$ cat src/rtl/counter_sequencer.sv
// Sequences a loadable up-counter through programmed count windows.
// Accepts {start,end,mode}, loads the counter, enables it until Count==end, pulses Done.
module counter_sequencer #(
  parameter int WIDTH = 6,
  parameter int PCW   = 8
) (
  input  logic             Clock,
  input  logic             Reset,
  input  logic             CmdValid,
  output logic             CmdReady,
  input  logic [WIDTH-1:0] CmdStart,
  input  logic [WIDTH-1:0] CmdEnd,
  input  logic             CmdMode,
  input  logic             Abort,
  input  logic [WIDTH-1:0] Count,
  output logic             CntEnable,
  output logic             CntLoad,
  output logic [WIDTH-1:0] CntData,
  output logic             Busy,
  output logic             Done,
  output logic             Aborted,
  output logic [PCW-1:0]   PeriodCount
);

  typedef enum logic [1:0] {IDLE, LOAD, RUN, DONE} state_t;

  state_t           state, state_nxt;
  logic [WIDTH-1:0] start_q, end_q;
  logic             mode_q;
  logic             accept, at_end, abort_act;

  assign at_end    = (Count == end_q);
  assign abort_act = Abort && (state != IDLE);
  assign accept    = (state == IDLE) && CmdValid && CmdReady;

  always_ff @(posedge Clock) begin
    if (Reset) begin
      state       <= IDLE;
      start_q     <= '0;
      end_q       <= '0;
      mode_q      <= 1'b0;
      PeriodCount <= '0;
      Aborted     <= 1'b0;
    end else begin
      state   <= state_nxt;
      Aborted <= abort_act;
      if (accept) begin
        start_q     <= CmdStart;
        end_q       <= CmdEnd;
        mode_q      <= CmdMode;
        PeriodCount <= '0;
      end else if (state == DONE && !Abort && PeriodCount != '1) begin
        PeriodCount <= PeriodCount + PCW'(1);
      end
    end
  end

  always_comb begin
    state_nxt = state;
    case (state)
      IDLE: if (accept) state_nxt = LOAD;
      LOAD: state_nxt = RUN;
      RUN:  if (at_end) state_nxt = DONE;
      DONE: state_nxt = mode_q ? LOAD : IDLE;
      default: state_nxt = IDLE;
    endcase
    // abort wins over Done and reload
    if (abort_act) state_nxt = IDLE;
  end

  always_comb begin
    CntEnable = 1'b0;
    CntLoad   = 1'b0;
    Done      = 1'b0;
    case (state)
      LOAD: begin
        CntEnable = !Abort;
        CntLoad   = !Abort;
      end
      RUN:  CntEnable = !Abort && !at_end;
      DONE: Done      = !Abort;
      default: ;
    endcase
  end

  assign CntData  = start_q;
  assign Busy     = (state != IDLE);
  assign CmdReady = (state == IDLE) && !Abort;

endmodule

$ cat config.mk
export PLATFORM = sky130hd
export DESIGN_NAME = counter_sequencer
export DESIGN_NICKNAME = d
export VERILOG_FILES = /design/src/rtl/counter_sequencer.sv
export SDC_FILE = /design/constraint.sdc
export NUM_CORES = 1
export LEC_CHECK = 0
export CAP_MARGIN = 20
export CORE_MARGIN = 2
export CORE_UTILIZATION = 30
export CTS_CLUSTER_SIZE = 10
export DETAILED_ROUTE_END_ITERATION = 8
export PLACE_DENSITY = 0.59
export SYNTH_ARGS = -nofsm -noshare
export SYNTH_HDL_FRONTEND = slang
export SYNTH_SLANG_ARGS = --single-unit
export TNS_END_PERCENT = 5
$ cat constraint.sdc
create_clock -name Clock -period 4.1 [get_ports Clock]
set_clock_uncertainty 0.1 [all_clocks]
set_input_delay 0.82 -clock Clock [delete_from_list [all_inputs] [get_ports Clock]]
set_output_delay 0.82 -clock Clock [all_outputs]
set_load 0.005 [all_outputs]
==> flow_metrics.py <==
metrics = {
    "min_path": {
        "hold_depth": 2,
        "hold_class": "reg2reg",
        "hold_path_startpoint": "CntData[4]$_SDFFE_PP0P_",
    },
    "logic_synthesis": {
        "syn_avg_cell_area_um2": 8.43,
        "synth.distinct_cells": 32,
        "muxShareOfSynthArea_pct": 2.58,
        "synth-xor-area-share_pct": 7.53,
        "ys_seq_elements": 24,
        "yosys.area_share.simple_pct": 22.5,
        "synth_fp_nets": 167,
        "netlist_instances": 138,
        "syn_area_um2": 1160,
        "ys_seq_area_share_pct": 41.3,
        "synth_top_family_by_area": "simple AND/OR/NAND/NOR gates",
        "synth-compound-area-share_pct": 16.0,
        "yosys.area_share.adder_pct": 6.45,
        "yosysWarnings": 0,
    },
    "layout": {
        "n_antenna_cell": 0,
        "multi_input_area_um2": 641,
        "regArea_um2": 480,
        "drive_above_1_share_pct": 4.47,
        "stdcell_count": 227,
        "most-common-layout-cells": "clkdlybuf4s50_1 (42), nand2_1 (31), dfxtp_1 (24)",
        "final_common_cell": "clkdlybuf4s50_1",
        "fin_nets": 209,
        "fillers": 372,
        "area.growth.synth_to_final_pct": 45.1,
    },
    "worst_setup_path": {
        "path_delay_family": "buffers and inverters",
        "crit_buf_inv": 2,
        "cp_slowest_stage_delay_ns": 0.54,
        "reg2reg_from": "state[0]$_SDFFE_PP0P_",
        "cpMostUsedCell": "clkdlybuf4s50_1",
        "critPathSlowestCell": "clkdlybuf4s50_1",
        "crit_required_ns": 3.18,
        "cp.arrival_ns": 2.32,
        "path_cells": "clkdlybuf4s50_1, xnor2_1, nand4_1, o21ai_0, a21oi_1, clkdlybuf4s50_1",
        "cp-startpoint": "Count[4]",
        "startpoint_type": "primary input",
        "cp-end-kind": "primary output",
        "reg2reg_depth": 5,
        "path_depth": 6,
        "path_class": "in2out",
        "cp_max_fo": 2,
    },
    "sta": {
        "hold_slack_ns": 0.362,
        "hold_viol": 0,
        "final_max_slew_viol_count": 0,
        "post-route-min-period_ns": 3.24,
        "slew-limit-headroom_pct": 45.4,
        "setup_ws_ns": 0.864,
        "worstMarginPinSlew_ns": 0.815,
        "rsz0062_at_grt": "false",
        "fmax_mhz": 309,
        "setup_violations": 0,
        "finalCritPeriodShare_pct": 78.9,
        "setup_tns_ns": 0,
    },
    "floorplanning": {
        "die_w_um": 66.3,
        "initial_core_util_pct": 31.5,
        "die_h_um": 66.3,
        "io_pins": 43,
        "rows": 22,
        "die-area_um2": 4390,
        "core_area_um2": 3690,
    },
    "grt": {
        "grt_max_degree": 17,
        "antenna_found_initial": 0,
        "grt_pass1_wl_um": 4800,
        "grt_pass1_vias": 1084,
        "grtUsageTotal_pct": 13.9,
        "overflow": 0,
    },
    "drt": {
        "antenna_left": 0,
        "drt-initial-drc-count": 70,
        "drc": 0,
        "drt_pass1_iterations": 4,
        "wl_um": 2720,
        "dr_total_vias": 1099,
        "routedWlPerCell_um": 12.0,
        "via_per_inst": 4.84,
    },
    "outcome": {
        "status": "finished clean",
    },
    "place": {
        "dp_hpwl_um": 2140,
        "portBuffers": 42,
        "finalWeightedCongestion": 0.799,
        "dp_slack_ns": 0.866,
        "numPlacedInstances": 223,
    },
    "clock_network": {
        "path_clk_slew_ns": 0.08,
        "cts.sinks": 24,
        "cts_root_buf": "clkbuf_8",
        "hold_buffers": 0,
        "cts_resized": 0,
        "cts_buffers": 3,
        "h-tree-depth": 1,
        "cts_tree": "done",
        "clock_latency_ns": 0.26,
        "cts_setup_buffers": 0,
        "clock_path_buffers": 2,
    },
    "power_and_ir_drop": {
        "power.leakage_nw": 0.587,
        "power_frac_clock_pct": 28.7,
        "power.internal_mw": 0.504,
        "total_power_mw": 0.714,
        "power_frac_comb_pct": 32.9,
        "switching_share_pct": 29.4,
        "p_switching_mw": 0.210,
        "ir_worst_vdd_mv": 0.204,
        "pwr-share-seq_pct": 38.5,
        "p_per_area_nw_per_um2": 423,
    },
    "job": {
        "timing.max_cap.violations": 0,
    },
}
==> metrics by stage <==
stage / cell area, um^2 / utilization (%)
after floorplan: 1160 / -
after global placement: 1620 / 43.8
after detailed placement: 1620 / 43.8
after CTS: 1690 / 45.8
after global routing: 1690 / 45.8
final: 1690 / 45.8
==> cell usage after synthesis, drive strengths merged <==
cell     n  area [um^2]
nand3b   2         15.0
nand2b   2         12.5
a311oi   1         15.0
nand3    3         15.0
xnor2    7         61.3
and4     1         8.76
dfxtp   24          480
o21ai    6         30.0
o31ai    1         7.51
mux2i    3         30.0
nor2b    1         6.26
a21oi   18         90.1
a221oi   1         15.0
clkbuf   3         11.3
or3      2         12.5
a211oi   1         7.51
nand2   31          116
nand4    3         18.8
a31oi    1         6.26
buf      2         16.3
nor3b    2         20.0
o211ai   1         7.51
inv      4         15.0
xor2     3         26.3
nor2     7         26.3
a21boi   1         7.51
and4b    1         10.0
ha       6         75.1
==> worst register-to-register path, delay by kind of cell, from the launching register on <==
family / cells / cell delay, ns
buf+inv: 1 / 0.13
flops: 1 / 0.37
mux: 1 / 0.23
compound gates: 1 / 0.52
simple gates: 1 / 0.44
fa+ha+maj: 1 / 0.26
==> layout make-up <==
| cell class | count | area share, % |
|---|---|---|
| tap | 48 | 3.56 |
| multi-input combinational | 105 | 38.0 |
| sequential | 24 | 28.5 |
| inverter | 4 | 0.890 |
| timing repair buffer | 42 | 24.9 |
| clock buffer | 3 | 2.45 |
| clock inverter | 1 | 1.78 |
==> power groups by stage <==
stage | sequential, mW | clock [mW] | combinational (mW)
floorplan | 0.277 | 0 | 0.139
global placement | 0.279 | 0 | 0.230
detailed placement | 0.281 | 0 | 0.240
CTS | 0.275 | 0.213 | 0.241
global route | 0.279 | 0.222 | 0.265
finish | 0.275 | 0.205 | 0.235
==> registers in the layout (all words and copies together) (netlist names) <==
| name | flops |
|---|---|
| PeriodCount | 8 |
| CntData | 6 |
| end_q | 6 |
| state | 2 |
| Aborted | 1 |
| mode_q | 1 |
==> kinds of logic (layout without fill, tap and decap cells) <==
family	Yosys count	after routing
AO/OA/AOI/OAI	31	31
AND/OR/NAND/NOR	55	55
XOR/XNOR	10	10
adder cells (fa/ha/maj)	6	6
flip-flops	24	24
multiplexers	3	3
buffers and inverters	9	50
==> path summary, 6_finish.rpt <==
kind              slack (ns)                      end
setup reg to reg        1.99    state[1]$_SDFFE_PP0P_
hold / removal          0.36  CntData[4]$_SDFFE_PP0P_
setup / recovery        0.86                CntEnable
hold reg to reg         0.36  CntData[4]$_SDFFE_PP0P_
==> layer usage <==
metal,part of all wire [%],up-vias,GRT usage [%]
li1,-,553,-
met1,43,512,16.6
met3,5.9,2,3.24
met2,50,32,25.1
met4,0.74,0,3.06
met5,0,-,0
Note: power is estimated with default switching activity, not from simulation.
